### src/rtl/vga_axil_csr.sv
// Purpose : AXI4-Lite responder holding the VGA control/status register bank.
// Latency : write commit and bvalid 1 cycle after the final AW/W handshake; rvalid 1 cycle after AR.
// Backpr. : one outstanding transaction per channel; readies stay low until B/R handshakes complete.
//
// Ports:
//   clk, arst_n           clock (rising edge) and asynchronous active-low reset
//   aw*/w*/b*             AXI4-Lite write address, data and response channels
//   ar*/r*                AXI4-Lite read address and data channels
//   regs_o                flat register contents, reg i at [i*AXIL_DATA_W +: AXIL_DATA_W]
//   wr_pulse_o            one-cycle pulse per register, aligned with the new value appearing
module vga_axil_csr #(
  parameter int AXIL_ADDR_W = 32,
  parameter int AXIL_DATA_W = 32,
  parameter int NUM_REGS    = 8
) (
  input  logic                            clk,
  input  logic                            arst_n,
  input  logic [AXIL_ADDR_W-1:0]          awaddr,
  input  logic                            awvalid,
  output logic                            awready,
  input  logic [AXIL_DATA_W-1:0]          wdata,
  input  logic [AXIL_DATA_W/8-1:0]        wstrb,
  input  logic                            wvalid,
  output logic                            wready,
  output logic [1:0]                      bresp,
  output logic                            bvalid,
  input  logic                            bready,
  input  logic [AXIL_ADDR_W-1:0]          araddr,
  input  logic                            arvalid,
  output logic                            arready,
  output logic [AXIL_DATA_W-1:0]          rdata,
  output logic [1:0]                      rresp,
  output logic                            rvalid,
  input  logic                            rready,
  output logic [NUM_REGS*AXIL_DATA_W-1:0] regs_o,
  output logic [NUM_REGS-1:0]             wr_pulse_o
);

  localparam int STRB_W = AXIL_DATA_W / 8;
  localparam int OFF_W  = $clog2(STRB_W);
  localparam int IDX_W  = $clog2(NUM_REGS);
  localparam logic [AXIL_ADDR_W-1:0] MAP_LIMIT = AXIL_ADDR_W'(NUM_REGS * STRB_W);

  localparam logic [1:0] RESP_OKAY   = 2'b00;
  localparam logic [1:0] RESP_SLVERR = 2'b10;

  localparam logic [1:0] W_IDLE    = 2'd0;
  localparam logic [1:0] W_HAVE_AW = 2'd1;
  localparam logic [1:0] W_HAVE_W  = 2'd2;
  localparam logic [1:0] W_RESP    = 2'd3;

  localparam logic [0:0] R_IDLE = 1'b0;
  localparam logic [0:0] R_RESP = 1'b1;

  logic [AXIL_DATA_W-1:0] r_regs [NUM_REGS];
  logic [NUM_REGS-1:0]    r_wr_pulse;

  logic [1:0]             r_wstate;
  logic                   r_awready;
  logic                   r_wready;
  logic                   r_bvalid;
  logic [1:0]             r_bresp;
  logic [AXIL_ADDR_W-1:0] r_awaddr;
  logic [AXIL_DATA_W-1:0] r_wdata;
  logic [STRB_W-1:0]      r_wstrb;

  logic [0:0]             r_rstate;
  logic                   r_arready;
  logic                   r_rvalid;
  logic [AXIL_DATA_W-1:0] r_rdata;
  logic [1:0]             r_rresp;

  logic                   w_aw_hs;
  logic                   w_w_hs;
  logic                   w_commit;
  logic [AXIL_ADDR_W-1:0] w_caddr;
  logic [AXIL_DATA_W-1:0] w_cdata;
  logic [STRB_W-1:0]      w_cstrb;
  logic                   w_cmapped;
  logic [IDX_W-1:0]       w_cidx;
  logic                   w_ar_hs;
  logic                   w_rmapped;
  logic [IDX_W-1:0]       w_ridx;

  assign w_aw_hs = awvalid & r_awready;
  assign w_w_hs  = wvalid & r_wready;

  // The final handshake may come from either channel; whichever half arrived
  // earlier is taken from its latch, the other straight from the bus.
  assign w_commit = ((r_wstate == W_IDLE)    & w_aw_hs & w_w_hs) |
                    ((r_wstate == W_HAVE_AW) & w_w_hs) |
                    ((r_wstate == W_HAVE_W)  & w_aw_hs);
  assign w_caddr   = (r_wstate == W_HAVE_AW) ? r_awaddr : awaddr;
  assign w_cdata   = (r_wstate == W_HAVE_W)  ? r_wdata  : wdata;
  assign w_cstrb   = (r_wstate == W_HAVE_W)  ? r_wstrb  : wstrb;
  assign w_cmapped = (w_caddr < MAP_LIMIT);
  assign w_cidx    = w_caddr[OFF_W +: IDX_W];

  assign w_ar_hs   = arvalid & r_arready;
  assign w_rmapped = (araddr < MAP_LIMIT);
  assign w_ridx    = araddr[OFF_W +: IDX_W];

  // Write channel FSM
  always_ff @(posedge clk or negedge arst_n) begin
    if (!arst_n) begin
      r_wstate  <= W_IDLE;
      r_awready <= 1'b0;
      r_wready  <= 1'b0;
      r_bvalid  <= 1'b0;
      r_bresp   <= RESP_OKAY;
      r_awaddr  <= '0;
      r_wdata   <= '0;
      r_wstrb   <= '0;
    end else begin
      case (r_wstate)
        W_IDLE: begin
          // Readies come up here on the first edge out of reset.
          r_awready <= 1'b1;
          r_wready  <= 1'b1;
          if (!w_commit) begin
            if (w_aw_hs) begin
              r_awaddr  <= awaddr;
              r_awready <= 1'b0;
              r_wstate  <= W_HAVE_AW;
            end else if (w_w_hs) begin
              r_wdata  <= wdata;
              r_wstrb  <= wstrb;
              r_wready <= 1'b0;
              r_wstate <= W_HAVE_W;
            end
          end
        end
        W_RESP: begin
          if (bready) begin
            r_bvalid  <= 1'b0;
            r_awready <= 1'b1;
            r_wready  <= 1'b1;
            r_wstate  <= W_IDLE;
          end
        end
        default: ;
      endcase
      if (w_commit) begin
        r_awready <= 1'b0;
        r_wready  <= 1'b0;
        r_bvalid  <= 1'b1;
        r_bresp   <= w_cmapped ? RESP_OKAY : RESP_SLVERR;
        r_wstate  <= W_RESP;
      end
    end
  end

  // Register bank; unmapped commits leave everything untouched. A zero strobe
  // still counts as a commit and fires the pulse.
  always_ff @(posedge clk or negedge arst_n) begin
    if (!arst_n) begin
      for (int i = 0; i < NUM_REGS; i++) begin
        r_regs[i] <= '0;
      end
      r_wr_pulse <= '0;
    end else begin
      r_wr_pulse <= '0;
      if (w_commit && w_cmapped) begin
        r_wr_pulse[w_cidx] <= 1'b1;
        for (int b = 0; b < STRB_W; b++) begin
          if (w_cstrb[b]) begin
            r_regs[w_cidx][b*8 +: 8] <= w_cdata[b*8 +: 8];
          end
        end
      end
    end
  end

  // Read channel FSM; sampling r_regs here returns the pre-write value when a
  // write commits to the same register on the same edge.
  always_ff @(posedge clk or negedge arst_n) begin
    if (!arst_n) begin
      r_rstate  <= R_IDLE;
      r_arready <= 1'b0;
      r_rvalid  <= 1'b0;
      r_rdata   <= '0;
      r_rresp   <= RESP_OKAY;
    end else if (r_rstate == R_IDLE) begin
      r_arready <= 1'b1;
      if (w_ar_hs) begin
        r_arready <= 1'b0;
        r_rvalid  <= 1'b1;
        r_rdata   <= w_rmapped ? r_regs[w_ridx] : '0;
        r_rresp   <= w_rmapped ? RESP_OKAY : RESP_SLVERR;
        r_rstate  <= R_RESP;
      end
    end else begin
      if (rready) begin
        r_rvalid  <= 1'b0;
        r_arready <= 1'b1;
        r_rstate  <= R_IDLE;
      end
    end
  end

  assign awready    = r_awready;
  assign wready     = r_wready;
  assign bvalid     = r_bvalid;
  assign bresp      = r_bresp;
  assign arready    = r_arready;
  assign rvalid     = r_rvalid;
  assign rdata      = r_rdata;
  assign rresp      = r_rresp;
  assign wr_pulse_o = r_wr_pulse;

  for (genvar gi = 0; gi < NUM_REGS; gi++) begin : g_regs_o
    assign regs_o[gi*AXIL_DATA_W +: AXIL_DATA_W] = r_regs[gi];
  end

endmodule
### config.mk
export PLATFORM = sky130hd
export DESIGN_NAME = vga_axil_csr
export DESIGN_NICKNAME = d
export VERILOG_FILES = /design/src/rtl/vga_axil_csr.sv
export SDC_FILE = /design/constraint.sdc
export NUM_CORES = 1
export LEC_CHECK = 0
export ABC_CLOCK_PERIOD_IN_PS = 3800
export CORE_MARGIN = 2
export CORE_UTILIZATION = 54
export DETAILED_ROUTE_END_ITERATION = 8
export PLACE_DENSITY = 0.95
export SETUP_SLACK_MARGIN = 0.3
export SLEW_MARGIN = 20
export SYNTH_ARGS = -nofsm -noshare
export SYNTH_HDL_FRONTEND = slang
export SYNTH_SLANG_ARGS = --single-unit
### constraint.sdc
create_clock -name clk -period 3.8 [get_ports clk]
set_input_delay 0.38 -clock clk [delete_from_list [all_inputs] [get_ports clk]]
set_output_delay 0.38 -clock clk [all_outputs]
set_load 0.005 [all_outputs]
==> results of run 1 <==
[cell families (layout without fill, tap and decap cells)]
logic type	Yosys count	in the layout	share of synthesized area (%)
compound gates	48	48	1.63
buf+inv	48	492	1.54
flops	372	372	56.0
mux	456	456	34.9
other cells	1	3	0.0226
simple gates	140	140	5.89
[critical path: stages, from the launching register on]
cell and delay (ns):
dfrtp_1 0.53, nand2b_1 0.37, nand4_1 0.22, o22ai_4 0.21, buf_4 0.48, nand4_2 0.54
mux2_2 0.46
[layout by cell type (no fill, tap or decap), types with 2 or more instances in the layout]
master / count
nand2b_1: 2
nand4_2: 32
clkdlybuf4s50_1: 401
nand2_1: 41
mux2_2: 355
dfrtp_1: 372
conb_1: 2
clkbuf_16: 41
buf_4: 16
bufinv_16: 4
clkbuf_1: 7
nor2b_1: 10
nand3_1: 7
mux4_2: 64
nor2b_4: 2
mux2i_1: 37
nor4_1: 21
nand4_1: 5
nand3b_1: 4
nor2_1: 8
buf_12: 4
clkbuf_8: 9
a21oi_1: 6
nor2_4: 4
o21ai_0: 34
clkinv_2: 5
[sequential cells by signal (all words and copies together), names as in the netlist]
name        count
awready         1
rresp           1
wready          1
r_wstrb         4
bresp           1
r_wstate        2
wr_pulse_o      8
r_rstate        1
arready         1
r_wdata        32
r_awaddr       30
regs_o        256
bvalid          1
rdata          32
rvalid          1
[synth_stat cells]
cell / number
a211oi_1: 1
a21o_1: 1
a21oi_1: 6
a31oi_1: 1
and3_1: 1
and4_1: 1
buf_1: 3
buf_2: 6
buf_4: 10
buf_6: 4
clkbuf_1: 24
conb_1: 1
dfrtp_1: 372
inv_1: 1
mux2_2: 355
mux2i_1: 37
mux4_2: 64
nand2_1: 41
nand2b_1: 2
nand3_1: 8
nand3b_1: 4
nand4_1: 5
nand4_2: 32
nor2_1: 8
nor2_4: 4
nor2b_1: 11
nor2b_4: 1
nor4_1: 21
o21a_1: 2
o21ai_0: 34
o22ai_1: 2
o31ai_4: 1
or3_1: 1
[metrics by stage]
step | worst slack, ns | area (µm²) | power, mW | utilization (%) | hold slack (ns)
final | 0.848 | 22500 | 10.5 | 73.9 | 0.483
after global routing | 0.693 | 22500 | 10.9 | 73.9 | 0.499
after CTS | 0.845 | 22500 | 10.6 | 73.9 | 0.482
after detailed placement | 0.602 | 21100 | 6.59 | 69.5 | 0.471
after global placement | 0.698 | 21100 | 6.47 | 69.5 | 0.450
after floorplan | 1.78 | 16600 | 5.87 | - | 0.0844
[area by class of cell]
class / count / area [µm²] / share of cell area, %
Clock buffer: 57 / 1180 / 5.23
Tap cell: 396 / 495 / 2.20
Inverter: 1 / 3.75 / 0.0167
Sequential cell: 372 / 9310 / 41.4
Multi-Input combinational cell: 646 / 7090 / 31.6
Timing Repair Buffer: 424 / 4240 / 18.9
Clock inverter: 10 / 153 / 0.679
Antenna cell: 1 / 2.50 / 0.0111
[power by group]
| part | leakage [nW] | total (mW) | internal [mW] | switching [mW] |
|---|---|---|---|---|
| registers | 5.05 | 4.61 | 4.35 | 0.261 |
| clock network | 0.654 | 3.96 | 2.41 | 1.55 |
| logic | 4.61 | 1.97 | 0.827 | 1.14 |
[worst max-delay path by stage]
| stage | end | cells past startpoint | slack [ns] |
|---|---|---|---|
| floorplan | regs_o[0] | 7 | 1.78 |
| global placement | regs_o[186] | 7 | 0.70 |
| detailed placement | regs_o[221] | 7 | 0.60 |
| CTS | regs_o[106] | 6 | 0.84 |
| global route | regs_o[106] | 6 | 0.69 |
| finish | regs_o[106] | 6 | 0.85 |
[layer usage]
metal	share of wire, %	vias to the layer above
met4	3.6	2
met2	51	507
met1	38	6056
met5	0.018	-
met3	7.8	123
li1	-	4864
[timing repair]
action                    4_1_cts  5_1_grt
resized for setup               0        0
hold buffers                    1        0
hold endpoints to repair        9        0
setup buffers                   0        0
==> qor.yml, run 1 <==
routed_via_density: 6.06
final_nets: 1591
r2r-start: "r_wstate[1]"
startpoint: "r_wstate[1]"
post-synth-top-area-fraction_pct: 56.0
worst_ep_arrival_time_ns: 3.36
cts_tree: "done"
reg2reg_slack_ns: 0.85
critPathCaptureType: "flop"
setup_viol: 0
required_ns: 4.21
num_rows: 64
netlist.top_cell.by_area: "dfrtp_1"
busiest_layer: "met2"
grt_max_degree: 119
grt_pass1_vias: 12800
hold_end: "arready"
path_class: "reg -> reg"
synth_cell_types: 33
finalSetupTns_ns: 0
cap_viol_max_count: 0
grt-ovfl-total: 0
start_util_pct: 54.6
reg2reg_depth: 6
yosys_warnings: 0
min_period_ns: 2.95
antenna_found_initial: 2
slew_headroom_pct: 27.4
dp.cells: 1838
met2_usage_pct: 52.8
vdd_drop_max_mv: 0.393
coreArea_um2: 30400
min_path_cells: 1
rr_endpoint: "regs_o[106]"
dpl.hpwl_mm: 33.3
critPathMaxFanout: 35
ys_seq_elements: 372
num_vias: 11600
synth_area_leaders: "dfrtp_1 (56%), mux2_2 (24%), mux4_2 (8.7%), nand4_2 (2.4%), mux2i_1 (2.2%)"
dieArea_um2: 32200
nFillCells: 1874
grt_use_total_pct: 31.1
routabilityCongestion: 0.872
clock_latency_ns: 0.53
port_buffers: 405
fin_crit_sh_pct: 77.7
rsz0062_at_grt: "false"
die_w_um: 179
drt-total-wl_mm: 50.2
tightest_slew_ns: 1.09
hp-start: "r_rstate"
avgSynthCellArea_um2: 15.6
worstSetupStartpointType: "flop"
wl_per_cell_um: 26.3
drc_errors: 0
synth_cells: 1065
cts_buffer_depth: 3
area_growth_pct: 35.2
globalRouteMet3Util_pct: 7.72
die_h_um: 179
fin_worst_skew_ns: 0.0127
detail-route-antenna-nets: 0
grt_pass1_wl_mm: 77.6
grtUsageMet1_pct: 38.7
ioPinCount: 412
drt_first_pass_iters: 5
power_leakage_nw: 10.3
fmax_mhz: 339
drive_gt1_share_pct: 36.0
synth_area_um2: 16600
cts_max_level: 2
cts_buffers: 39
outcome: "completed"
yosysSeqAreaShare_pct: 56.0
hp-class: "reg -> reg"
layout.cells.non_filler: 1907
finalHoldViolCount: 0
cts.sinks: 372
drtIter0Drc: 633
clkTransAtPathRegs_ns: 0.06
maxSlewViolCount: 0
clk_root_buffer_cell: "clkbuf_16"
power_density_nw_per_um2: 469
(Power assumes the default switching activity.)
==> run 2, diff against run 1 <==
- ABC_CLOCK_PERIOD_IN_PS: 3800 -> 2600
- CORE_UTILIZATION: 54 -> 45
- PLACE_DENSITY: 0.95 -> 0.89
- clock period: 3.8 -> 2.6 ns (I/O delays scaled with it)
==> run 2 against run 1 <==
Against the previous run: combinational power up 61%; sequential share of layout area is 1.9 points lower; via count increased by 2.4%; design area rose by 4.7%; utilization is 9.4 points lower; flip-flop and latch count unchanged; clock skew grew 0.0014 ns; cell count increased by 7.4%; clock power rose by 51%; critical endpoint is now regs_o[14].
==> qor.yml, run 2 (same netlist as run 1, synthesis figures left out) <==
outcome: "completed"
grt_use_total_pct: 26.7  # -4.4 points
dp_slack_ns: -0.0539  # -0.655 ns
grt-ovfl-total: 0  # unchanged
timing.hold.ws_ns: 0.271  # -0.212 ns
finalHoldViolCount: 0  # unchanged
routed_via_density: 5.78  # -4.6%
critPathMaxStageDelay_ns: 0.41  # -0.13 ns
cts.sinks: 372  # unchanged
dpl.hpwl_mm: 35.6  # +7.0%
start_util_pct: 45.5  # -9.1 points
final_nets: 1653  # +3.9%
pwr-share-seq_pct: 42.4  # -1.3 points
layout.cells.non_filler: 2048  # +7.4%
num_rows: 70  # +9.4%
cp_slowest_cell: "dfrtp_1"
wl_per_cell_um: 25.2  # -4.2%
cts_buffer_depth: 3  # unchanged
intPower_mw: 11.3  # +50%
clkTransAtPathRegs_ns: 0.06  # about the same
drc_errors: 0  # unchanged
path_cells: "nor4_2 -> nand4_1 -> o22ai_4 -> buf_12 -> nand4_2 -> buf_12 -> mux2_2"
dieArea_um2: 38500  # +20%
path_common_cell: "buf_12"
cts_tree: "done"
setup_viol: 0  # unchanged
grt_max_degree: 70  # -41%
area_growth_pct: 41.6
hp-class: "in -> async"
drtIter0Drc: 555  # -12%
fin_worst_skew_ns: 0.0141  # +0.00142 ns
fin_crit_sh_pct: 86.1  # +8.4 points
tightest_slew_ns: 0.846  # -0.244 ns
num_vias: 11800  # +2.4%
r2r-start: "r_awaddr[23]"
path_delay_family: "simple AND/OR/NAND/NOR gates"
critPathCaptureType: "flop"
required_ns: 3.03  # -1.18 ns
clockPowerShare_pct: 37.6  # about the same
cts_max_level: 2  # unchanged
drive_gt1_share_pct: 39.3  # +3.3 points
largest_reg_flops: 256  # unchanged
final_common_cell: "clkdlybuf4s50_1"
worst_ep_arrival_time_ns: 2.67  # -0.69 ns
worstSetupStartpointType: "flop"
ioPinCount: 412  # unchanged
cap_viol_max_count: 0  # unchanged
reg2reg_depth: 7  # +1
rr_endpoint: "regs_o[14]"
final_cell_mix: "clkdlybuf4s50_1 (401), dfrtp_1 (370), mux2_2 (354)"
detail-route-antenna-nets: 0  # unchanged
cts_buffers: 40  # +2.6%
postLayoutSetupSlackWorst_ns: 0.362  # -0.487 ns
reg2reg_slack_ns: 0.36  # -0.49 ns
clk_root_buffer_cell: "clkbuf_16"
worst-path-stages: 7  # +1
min_period_ns: 2.24  # -0.713 ns
dp.cells: 1963  # +6.8%
antenna_found_initial: 2  # unchanged
endpoint: "regs_o[14]"
maxSlewViolCount: 0  # unchanged
p_sw_share_pct: 28.5  # +0.47 points
startpoint: "r_awaddr[23]"
drt-total-wl_mm: 51.6  # +2.8%
slew_headroom_pct: 43.3  # +16 points
rsz0062_at_grt: "true"
clock_latency_ns: 0.56  # +0.03 ns
fmax_mhz: 447  # +32%
critPathBufInv: 2  # +1
port_buffers: 405  # unchanged
comb_power_share_pct: 20.0  # +1.3 points
power_leakage_nw: 10.8  # +4.9%
die_h_um: 196  # +9.3%
die_w_um: 196  # +9.3%
vdd_drop_max_mv: 0.639  # +63%
critPathMaxFanout: 17  # -51%
grt_pass1_vias: 12700  # -0.48%
drt_first_pass_iters: 5  # unchanged
path_class: "reg -> reg"
switchingPower_mw: 4.53  # +53%
routabilityCongestion: 0.838  # -3.9%
grt_pass1_wl_mm: 77.5  # -0.12%
power_density_nw_per_um2: 674  # +44%
coreArea_um2: 36500  # +20%
-- run 2: cell type report --
cell class	instances	area [µm²]
Fill cell	2544	13000
Sequential cell	372	9310
Multi-Input combinational cell	647	7180
Timing Repair Buffer	484	5080
Clock buffer	56	1140
Tap cell	468	586
Clock inverter	18	233
Antenna cell	2	5.00
Inverter	1	3.75
-- run 2: how the worst min path moves through the flow --
stage | from | end | slack (ns) | depth (start not counted)
floorplan | arst_n | arready | -0.04 | 0
global placement | arst_n | rdata[3] | 0.27 | 1
detailed placement | arst_n | rdata[3] | 0.27 | 1
CTS | arst_n | rdata[3] | 0.27 | 2
global route | arst_n | rdata[3] | 0.30 | 2
finish | arst_n | rdata[3] | 0.27 | 2
-- run 2: per-layer routing --
metal / GRT usage, % / share of wire (%)
met4: 11.6 / 4.0
met5: 0 / 0
met1: 32.1 / 38
met3: 7.46 / 7.7
met2: 45.4 / 50
-- run 2: power groups by stage --
stage | sequential (mW) | combinational (mW) | clock (mW)
after detailed placement | 6.78 | 3.01 | 0
after CTS | 6.69 | 3.14 | 6.06
final | 6.73 | 3.18 | 5.97
after floorplan | 6.66 | 1.93 | 0
after global placement | 6.73 | 2.89 | 0
after global routing | 6.78 | 3.42 | 6.31
-- run 2: what timing repair did --
| item | CTS | global route |
|---|---|---|
| hold buffers | 1 | 0 |
| pin swaps | 2 | 3 |
| cloned | 0 | 1 |
| setup endpoints to repair | 256 | 82 |
| buffers inserted | 4 | 3 |
| gates resized for setup | 9 | 7 |
| hold endpoints to repair | 60 | 0 |
-- run 2: through the flow --
| step | utilization [%] | power, mW | area (µm²) | setup TNS [ns] |
|---|---|---|---|---|
| after detailed placement | 60.2 | 9.79 | 22000 | -0.623 |
| final | 64.5 | 15.9 | 23500 | 0 |
| after global routing | 64.5 | 16.5 | 23500 | 0 |
| after floorplan | - | 8.59 | 16600 | 0 |
| after CTS | 64.3 | 15.9 | 23500 | 0 |
| after global placement | 60.2 | 9.62 | 22000 | 0 |
